File: config.mk
export PLATFORM = sky130hd
export DESIGN_NAME = lbm_step_sequencer_flat
export DESIGN_NICKNAME = d
export VERILOG_FILES = /design/src/rtl/lbm_pkg.sv /design/src/rtl/lbm_step_sequencer_if.sv /design/src/rtl/lbm_cell_issue_tracker.sv /design/src/rtl/lbm_step_sequencer.sv /design/src/flat_wrapper.sv
export SDC_FILE = /design/constraint.sdc
export NUM_CORES = 1
export LEC_CHECK = 0
export BUFFER_PORTS_ARGS = -buffer_cell sky130_fd_sc_hd__buf_4
export CORE_MARGIN = 8
export CORE_UTILIZATION = 34
export CTS_CLUSTER_SIZE = 8
export DETAILED_ROUTE_END_ITERATION = 7
export GPL_ROUTABILITY_DRIVEN = 0
export PLACE_DENSITY = 0.53
export SETUP_SLACK_MARGIN = 0.2
export SYNTH_ARGS = -nofsm -noshare
export SYNTH_HDL_FRONTEND = slang
export SYNTH_SLANG_ARGS = --single-unit
File: constraint.sdc
create_clock -name CLOCK_50 -period 9.9 [get_ports CLOCK_50]
set_input_delay 0.495 -clock CLOCK_50 [delete_from_list [all_inputs] [get_ports CLOCK_50]]
set_output_delay 0.495 -clock CLOCK_50 [all_outputs]
set_load 0.01 [all_outputs]
File: src/rtl/lbm_pkg.sv
// Shared LBM definitions: phase and sequencer state encodings, plus the
// fixed-point Q-format split used by the fin/p/ux/uy datapath blocks.
package lbm_pkg;

    localparam int FRACTIONAL_BITS = 24;
    localparam int INTEGER_BITS    = 8;

    typedef enum logic [1:0] {
        PH_MACRO   = 2'd0,
        PH_COLLIDE = 2'd1,
        PH_STREAM  = 2'd2
    } phase_t;

    typedef enum logic [1:0] {
        IDLE   = 2'd0,
        RUN    = 2'd1,
        GAP    = 2'd2,
        FINISH = 2'd3
    } seq_state_t;

endpackage

File: src/rtl/lbm_step_sequencer_if.sv
// Control/handshake bundle between the step sequencer, the top-level run
// control and the cell datapath.
//   master : sequencer side (drives status, phase, cell issue, bank select)
//   slave  : controller/datapath side (drives start, cell_ready, cell_ack)
interface lbm_step_sequencer_if
    import lbm_pkg::*;
#(
    parameter int ADDRESS_WIDTH    = 8,
    parameter int TIME_COUNT_WIDTH = 3
);
    logic                        start;
    logic                        busy;
    logic                        done;
    phase_t                      phase;
    logic                        cell_valid;
    logic                        cell_ready;
    logic [ADDRESS_WIDTH-1:0]    cell_addr;
    logic                        cell_ack;
    logic                        buf_sel;
    logic [TIME_COUNT_WIDTH-1:0] time_step;
    logic                        err;

    modport master (
        input  start, cell_ready, cell_ack,
        output busy, done, phase, cell_valid, cell_addr, buf_sel, time_step, err
    );

    modport slave (
        output start, cell_ready, cell_ack,
        input  busy, done, phase, cell_valid, cell_addr, buf_sel, time_step, err
    );
endinterface

File: src/rtl/lbm_cell_issue_tracker.sv
// Issues lattice cell addresses for one phase and counts completions.
//   i_clk, i_rst      : clock, async active-high reset
//   i_enable          : issuing allowed (sequencer in RUN)
//   i_clear           : zero both counters at the next edge
//   i_cell_ready      : datapath accepts o_cell_addr
//   i_cell_ack        : datapath finished one issued cell
//   o_cell_valid      : o_cell_addr may be transferred
//   o_cell_addr       : cell being issued
//   o_phase_complete  : ack count reaches GRID_DIM at this edge
//   o_err             : sticky, ack seen with nothing outstanding
module lbm_cell_issue_tracker #(
    parameter int GRID_DIM        = 256,
    parameter int MAX_OUTSTANDING = 4,
    parameter int ADDRESS_WIDTH   = $clog2(GRID_DIM)
)(
    input  logic                     i_clk,
    input  logic                     i_rst,
    input  logic                     i_enable,
    input  logic                     i_clear,
    input  logic                     i_cell_ready,
    input  logic                     i_cell_ack,
    output logic                     o_cell_valid,
    output logic [ADDRESS_WIDTH-1:0] o_cell_addr,
    output logic                     o_phase_complete,
    output logic                     o_err
);
    // One extra bit so the counters can hold GRID_DIM itself.
    localparam int CNT_W = ADDRESS_WIDTH + 1;

    logic [CNT_W-1:0] r_issue_cnt;
    logic [CNT_W-1:0] r_ack_cnt;
    logic [CNT_W-1:0] w_outstanding;
    logic [CNT_W-1:0] w_ack_nxt;
    logic             w_ack_ok;
    logic             w_issue;
    logic             r_err;

    assign w_outstanding = r_issue_cnt - r_ack_cnt;
    // Ack qualification uses the outstanding count from the start of the
    // cycle, so a cell issued this cycle cannot absorb a same-cycle ack.
    assign w_ack_ok      = i_cell_ack && (w_outstanding != '0);
    assign w_ack_nxt     = r_ack_cnt + {{ADDRESS_WIDTH{1'b0}}, w_ack_ok};

    assign o_cell_valid  = i_enable
                        && (r_issue_cnt < CNT_W'(GRID_DIM))
                        && (w_outstanding < CNT_W'(MAX_OUTSTANDING));
    assign w_issue       = o_cell_valid && i_cell_ready;
    assign o_cell_addr   = r_issue_cnt[ADDRESS_WIDTH-1:0];
    // Looks at the post-edge count so the FSM leaves RUN on the edge where
    // the last ack lands.
    assign o_phase_complete = (w_ack_nxt == CNT_W'(GRID_DIM));
    assign o_err         = r_err;

    always_ff @(posedge i_clk or posedge i_rst) begin
        if (i_rst) begin
            r_issue_cnt <= '0;
            r_ack_cnt   <= '0;
        end else if (i_clear) begin
            r_issue_cnt <= '0;
            r_ack_cnt   <= '0;
        end else begin
            if (w_issue) begin
                r_issue_cnt <= r_issue_cnt + CNT_W'(1);
            end
            r_ack_cnt <= w_ack_nxt;
        end
    end

    always_ff @(posedge i_clk or posedge i_rst) begin
        if (i_rst) begin
            r_err <= 1'b0;
        end else if (i_cell_ack && (w_outstanding == '0)) begin
            r_err <= 1'b1;
        end
    end

endmodule

File: src/rtl/lbm_step_sequencer.sv
// Sequences the LBM core through MAX_TIME time steps of
// MACRO -> COLLIDE -> STREAM, each phase sweeping every lattice cell, and
// flips the ping-pong f-buffer bank after every step.
//   CLOCK_50 : system clock
//   RESET    : async active-high reset (also a datapath flush)
//   bus      : master side of lbm_step_sequencer_if
//
// state  | meaning
// IDLE   | waiting for start
// RUN    | issuing / collecting cells of the current phase
// GAP    | one idle cycle between phases; counters cleared, phase advanced
// FINISH | done pulse, back to IDLE next cycle
module lbm_step_sequencer
    import lbm_pkg::*;
#(
    parameter int GRID_DIM         = 256,
    parameter int MAX_TIME         = 8,
    parameter int TIME_COUNT_WIDTH = $clog2(MAX_TIME),
    parameter int ADDRESS_WIDTH    = $clog2(GRID_DIM),
    parameter int MAX_OUTSTANDING  = 4
)(
    input  logic                 CLOCK_50,
    input  logic                 RESET,
    lbm_step_sequencer_if.master bus
);
    seq_state_t                  r_state;
    seq_state_t                  w_state_nxt;
    phase_t                      r_phase;
    logic [TIME_COUNT_WIDTH-1:0] r_time_step;
    logic                        r_buf_sel;
    logic                        w_enable;
    logic                        w_clear;
    logic                        w_phase_complete;
    logic                        w_last_step;

    assign w_last_step = (r_time_step == TIME_COUNT_WIDTH'(MAX_TIME - 1));

    always_ff @(posedge CLOCK_50 or posedge RESET) begin
        if (RESET) begin
            r_state <= IDLE;
        end else begin
            r_state <= w_state_nxt;
        end
    end

    always_comb begin
        w_state_nxt = r_state;
        case (r_state)
            IDLE:    if (bus.start) w_state_nxt = RUN;
            RUN:     if (w_phase_complete) w_state_nxt = GAP;
            GAP:     w_state_nxt = (r_phase == PH_STREAM && w_last_step) ? FINISH : RUN;
            FINISH:  w_state_nxt = IDLE;
            default: w_state_nxt = IDLE;
        endcase
    end

    always_comb begin
        w_enable = (r_state == RUN);
        w_clear  = (r_state == GAP) || (r_state == IDLE && bus.start);
        bus.busy = (r_state == RUN) || (r_state == GAP);
        bus.done = (r_state == FINISH);
    end

    // buf_sel is deliberately not cleared by start so bank alternation
    // carries across runs.
    always_ff @(posedge CLOCK_50 or posedge RESET) begin
        if (RESET) begin
            r_phase     <= PH_MACRO;
            r_time_step <= '0;
            r_buf_sel   <= 1'b0;
        end else if (r_state == IDLE && bus.start) begin
            r_phase     <= PH_MACRO;
            r_time_step <= '0;
        end else if (r_state == GAP) begin
            case (r_phase)
                PH_MACRO:   r_phase <= PH_COLLIDE;
                PH_COLLIDE: r_phase <= PH_STREAM;
                default: begin
                    r_buf_sel <= ~r_buf_sel;
                    if (!w_last_step) begin
                        r_time_step <= r_time_step + TIME_COUNT_WIDTH'(1);
                        r_phase     <= PH_MACRO;
                    end
                end
            endcase
        end
    end

    assign bus.phase     = r_phase;
    assign bus.time_step = r_time_step;
    assign bus.buf_sel   = r_buf_sel;

    lbm_cell_issue_tracker #(
        .GRID_DIM        (GRID_DIM),
        .MAX_OUTSTANDING (MAX_OUTSTANDING),
        .ADDRESS_WIDTH   (ADDRESS_WIDTH)
    ) u_tracker (
        .i_clk            (CLOCK_50),
        .i_rst            (RESET),
        .i_enable         (w_enable),
        .i_clear          (w_clear),
        .i_cell_ready     (bus.cell_ready),
        .i_cell_ack       (bus.cell_ack),
        .o_cell_valid     (bus.cell_valid),
        .o_cell_addr      (bus.cell_addr),
        .o_phase_complete (w_phase_complete),
        .o_err            (bus.err)
    );

endmodule

File: src/flat_wrapper.sv
// flat-port wrapper written by rule: the top's interface ports become plain ports
module lbm_step_sequencer_flat import lbm_pkg::*;
#(
    parameter int GRID_DIM         = 256,
    parameter int MAX_TIME         = 8,
    parameter int TIME_COUNT_WIDTH = $clog2(MAX_TIME),
    parameter int ADDRESS_WIDTH    = $clog2(GRID_DIM),
    parameter int MAX_OUTSTANDING  = 4
)
  (CLOCK_50, RESET, bus_start, bus_cell_ready, bus_cell_ack, bus_busy, bus_done, bus_phase, bus_cell_valid, bus_cell_addr, bus_buf_sel, bus_time_step, bus_err);
  lbm_step_sequencer_if #(.ADDRESS_WIDTH(ADDRESS_WIDTH), .TIME_COUNT_WIDTH(TIME_COUNT_WIDTH)) bus_i ();
  input  logic CLOCK_50;
  input  logic RESET;
  input wire logic [$bits(bus_i.start)-1:0] bus_start;
  input wire logic [$bits(bus_i.cell_ready)-1:0] bus_cell_ready;
  input wire logic [$bits(bus_i.cell_ack)-1:0] bus_cell_ack;
  output wire logic [$bits(bus_i.busy)-1:0] bus_busy;
  output wire logic [$bits(bus_i.done)-1:0] bus_done;
  output wire logic [$bits(bus_i.phase)-1:0] bus_phase;
  output wire logic [$bits(bus_i.cell_valid)-1:0] bus_cell_valid;
  output wire logic [$bits(bus_i.cell_addr)-1:0] bus_cell_addr;
  output wire logic [$bits(bus_i.buf_sel)-1:0] bus_buf_sel;
  output wire logic [$bits(bus_i.time_step)-1:0] bus_time_step;
  output wire logic [$bits(bus_i.err)-1:0] bus_err;
  assign bus_i.start = bus_start;
  assign bus_i.cell_ready = bus_cell_ready;
  assign bus_i.cell_ack = bus_cell_ack;
  assign bus_busy = bus_i.busy;
  assign bus_done = bus_i.done;
  assign bus_phase = bus_i.phase;
  assign bus_cell_valid = bus_i.cell_valid;
  assign bus_cell_addr = bus_i.cell_addr;
  assign bus_buf_sel = bus_i.buf_sel;
  assign bus_time_step = bus_i.time_step;
  assign bus_err = bus_i.err;
  lbm_step_sequencer #(.GRID_DIM(GRID_DIM), .MAX_TIME(MAX_TIME), .TIME_COUNT_WIDTH(TIME_COUNT_WIDTH), .ADDRESS_WIDTH(ADDRESS_WIDTH), .MAX_OUTSTANDING(MAX_OUTSTANDING)) u_core (.CLOCK_50(CLOCK_50), .RESET(RESET), .bus(bus_i));
endmodule
==> out/summary.txt <==
Slowest cell on the critical path: or4_4
Total CTS buffers: 3
Top post-synthesis cells by count: dfrtp_1 (27), nor2_1 (21), ha_1 (18)
Filler cell count: 619
CP top delay family: compound AO/OA/AOI/OAI gates
Clk buf depth: 2
Min Tclk post-route: 4.73 ns
Chip width: 92.7 um
Area growth syn-to-layout: 11.1%
Worst path cell trace: inv_1 > ha_1 > nor2b_4 > o2111a_2 > or4_4 > a211o_1 > nor3_1 > a31oi_1 > ha_1 > and3_1 > a2111oi_0 > a41oi_1 > o41ai_1 > o311ai_0 > o2bb2ai_1
Tcrit/Tclk final: 0.477
Distinct cells, synth: 51
Syn Area/Cell: 9.26 um2
Cells after Synth: 216
Post-synth net total: 239
Worst Path Buf+Inv: 1
Type of origin of the critical path: flip-flop
Antenna cells: 0
Total Routed Length: 4700 um
Cell Int Power: 0.251 mW
Pwr dens: 205 nW/um2
Reg clk slew, reported paths: 0.10 ns
Post-CTS Resized: 0
Netlist Area Pre-Place: 2000 um2
Type of the worst setup path: reg -> reg
Drt wl/cell: 15.5 um
First-pass GRT wire length: 7850 um
Pre-CTS setup slack: 5.19 ns
Die Ht: 92.7 um
Later-pin clock latency in the skew report: 0.28 ns
TritonCTS clock tree: built
Worst slew pin tran: 1.07 ns
Initial antenna violation count: 0
Hpwl dp: 3550 um
Via count: 1601
RSZ-0062 raised after global routing: false
Rows: 28
Vias per cell: 5.28
Static Leakage: 0.965 nW
DRC: 0
Synth async-reset ratio: 1.00
Ports: 23
CTS Sinks: 27
P_sw: 0.205 mW
F_max: 212 MHz
Rel. slew slack: 0.270
Clk_skew: 0.00387 ns
Critical path arrival: 4.90 ns
Share of cells above drive strength 1: 0.154
Clock Power Share: 0.147
CP required: 10.08 ns
Die area: 8590 um2
CP Capture Type: flip-flop
Max-slew violations: 0
Total track usage: 0.113
Hold Crit Class: in -> async
Final Setup Violations: 0
Routed Antenna Nets: 0
Sw Ratio: 0.449
Ranking of synthesized cells by area: dfrtp_1 (34%), ha_1 (11%), xnor2_1 (4.4%)
Grt total ovfl: 0
CTS HTree Levels: 1
Buffer count from post-CTS setup fixing: 0
Register area share after synthesis: 0.338
Seq pwr share: 0.330
Flops & latches, synth: 27
First DRT Iteration DRCs: 75
Port Buffers: 22
Status: finished, final reports clean
VDD IR-drop max: 0.0995 mV
Leading area contributor after synthesis: dfrtp_1
Core Box Area: 5820 um2
Layout Nets: 252
Cts hold-fix bufs: 0
Main flop type after synthesis: dfrtp_1
Endpoints failing hold: 0
Drt first pass iters: 4
Max-cap violations: 0
Critical path's most frequent cell: ha_1
Root buffer cell: clkbuf_8
Setup ws final: 5.17 ns
Number of synthesized flops with an enable pin: 0
CP Max Fanout: 9
Share of the synthesized area in the top cell type: 0.338
Total Negative Setup Slacks: 0 ns
Fin Hold WS: 0.470 ns
Top-count cell post-synth: dfrtp_1
Combinational Power Share: 0.523
Largest net degree at the start of global routing: 28
CP peak stage delay: 0.51 ns
Number of global-route vias before repair: 1612
Yosys warns: 0
Initial Util: 0.344
-- cells by family (layout without fill, tap and decap cells) --
| logic type | Yosys count | count (layout) | share of synthesized area |
|---|---|---|---|
| xor+xnor | 12 | 12 | 0.0526 |
| compound gates | 49 | 49 | 0.193 |
| fa+ha+maj | 18 | 18 | 0.113 |
| simple gates | 80 | 80 | 0.227 |
| buf+inv | 28 | 40 | 0.0676 |
| mux | 2 | 2 | 0.0100 |
| flops | 27 | 27 | 0.338 |
-- through the flow --
stage	instances	area, um2	util	total power [mW]
2_1_floorplan	216	2000	-	0.330
3_3_place_gp	299	2180	0.374	0.390
3_5_place_dp	299	2180	0.374	0.393
4_1_cts	303	2220	0.382	0.460
5_1_grt	303	2220	0.382	0.494
6_report	303	2220	0.382	0.456
-- final cells by class --
class                           count  area, um2  area share
Clock buffer                        3       41.3      0.0186
Clock inverter                      1       5.00     0.00225
Tap cell                           75       93.8      0.0422
Inverter                           14       52.6      0.0236
Timing Repair Buffer               22        165      0.0743
Multi-Input combinational cell    161       1190       0.535
Sequential cell                    27        676       0.304
-- placed cells by master (no fill, tap or decap), types with 2 or more instances in the layout --
cell,count
and3_1,5
mux2i_1,2
or2_2,2
dfrtp_1,27
nor2_1,21
o21a_1,2
nor3_1,4
buf_4,22
or4b_1,7
a21oi_1,12
a21o_1,2
xnor2_1,10
o31ai_1,2
ha_1,18
and2_1,3
nand2_1,16
o41ai_1,9
a31oi_1,2
a22oi_1,2
and3b_1,2
inv_1,14
xor2_1,2
clkbuf_8,3
nand2b_1,2
nand3_1,6
o21ai_0,5
-- path summary, 6_finish.rpt --
check	startpoint	end	slack, ns	depth (start not counted)
min reg2reg	u_core.bus.buf_sel	u_core.bus.buf_sel	0.49	1
max reg2reg	u_core.u_tracker.r_ack_cnt[1]	u_core.r_state[1]	5.17	15
min	RESET	u_core.bus.time_step[0]	0.47	2
max	u_core.u_tracker.r_ack_cnt[1]	u_core.r_state[1]	5.17	15
max in group asynchronous	RESET	u_core.u_tracker.r_ack_cnt[2]	8.78	2
min in group CLOCK_50	u_core.bus.buf_sel	u_core.bus.buf_sel	0.49	1
-- state kept, by name, summed over array words and instances, names as in the netlist --
register	flops
u_core.u_tracker.r_ack_cnt	9
u_core.u_tracker.r_issue_cnt	9
u_core.bus.time_step	3
u_core.bus.phase	2
u_core.r_state	2
u_core.bus.buf_sel	1
u_core.u_tracker.o_err	1
-- worst reg2reg max path: cells and delay by family, from the launching register on --
kind	cells	cell delay (ns)
simple gates	4	1.25
flops	1	0.50
fa+ha+maj	2	0.57
buf+inv	1	0.08
compound gates	8	2.22
-- metal layers --
| metal | global-route usage | part of all wire | up-vias |
|---|---|---|---|
| met1 | 0.149 | 0.48 | 752 |
| li1 | - | - | 810 |
| met2 | 0.181 | 0.45 | 34 |
| met5 | 0 | 0 | - |
| met4 | 0.0403 | 0.014 | 0 |
| met3 | 0.0202 | 0.057 | 5 |
-- power by group through the flow --
stage | clock (mW) | sequential [mW] | combinational [mW]
2_1_floorplan | 0 | 0.148 | 0.182
3_3_place_gp | 0 | 0.153 | 0.238
3_5_place_dp | 0 | 0.152 | 0.240
4_1_cts | 0.0678 | 0.151 | 0.241
5_1_grt | 0.0712 | 0.153 | 0.269
6_report | 0.0669 | 0.150 | 0.238
Note: power is estimated with default switching activity, not from simulation.
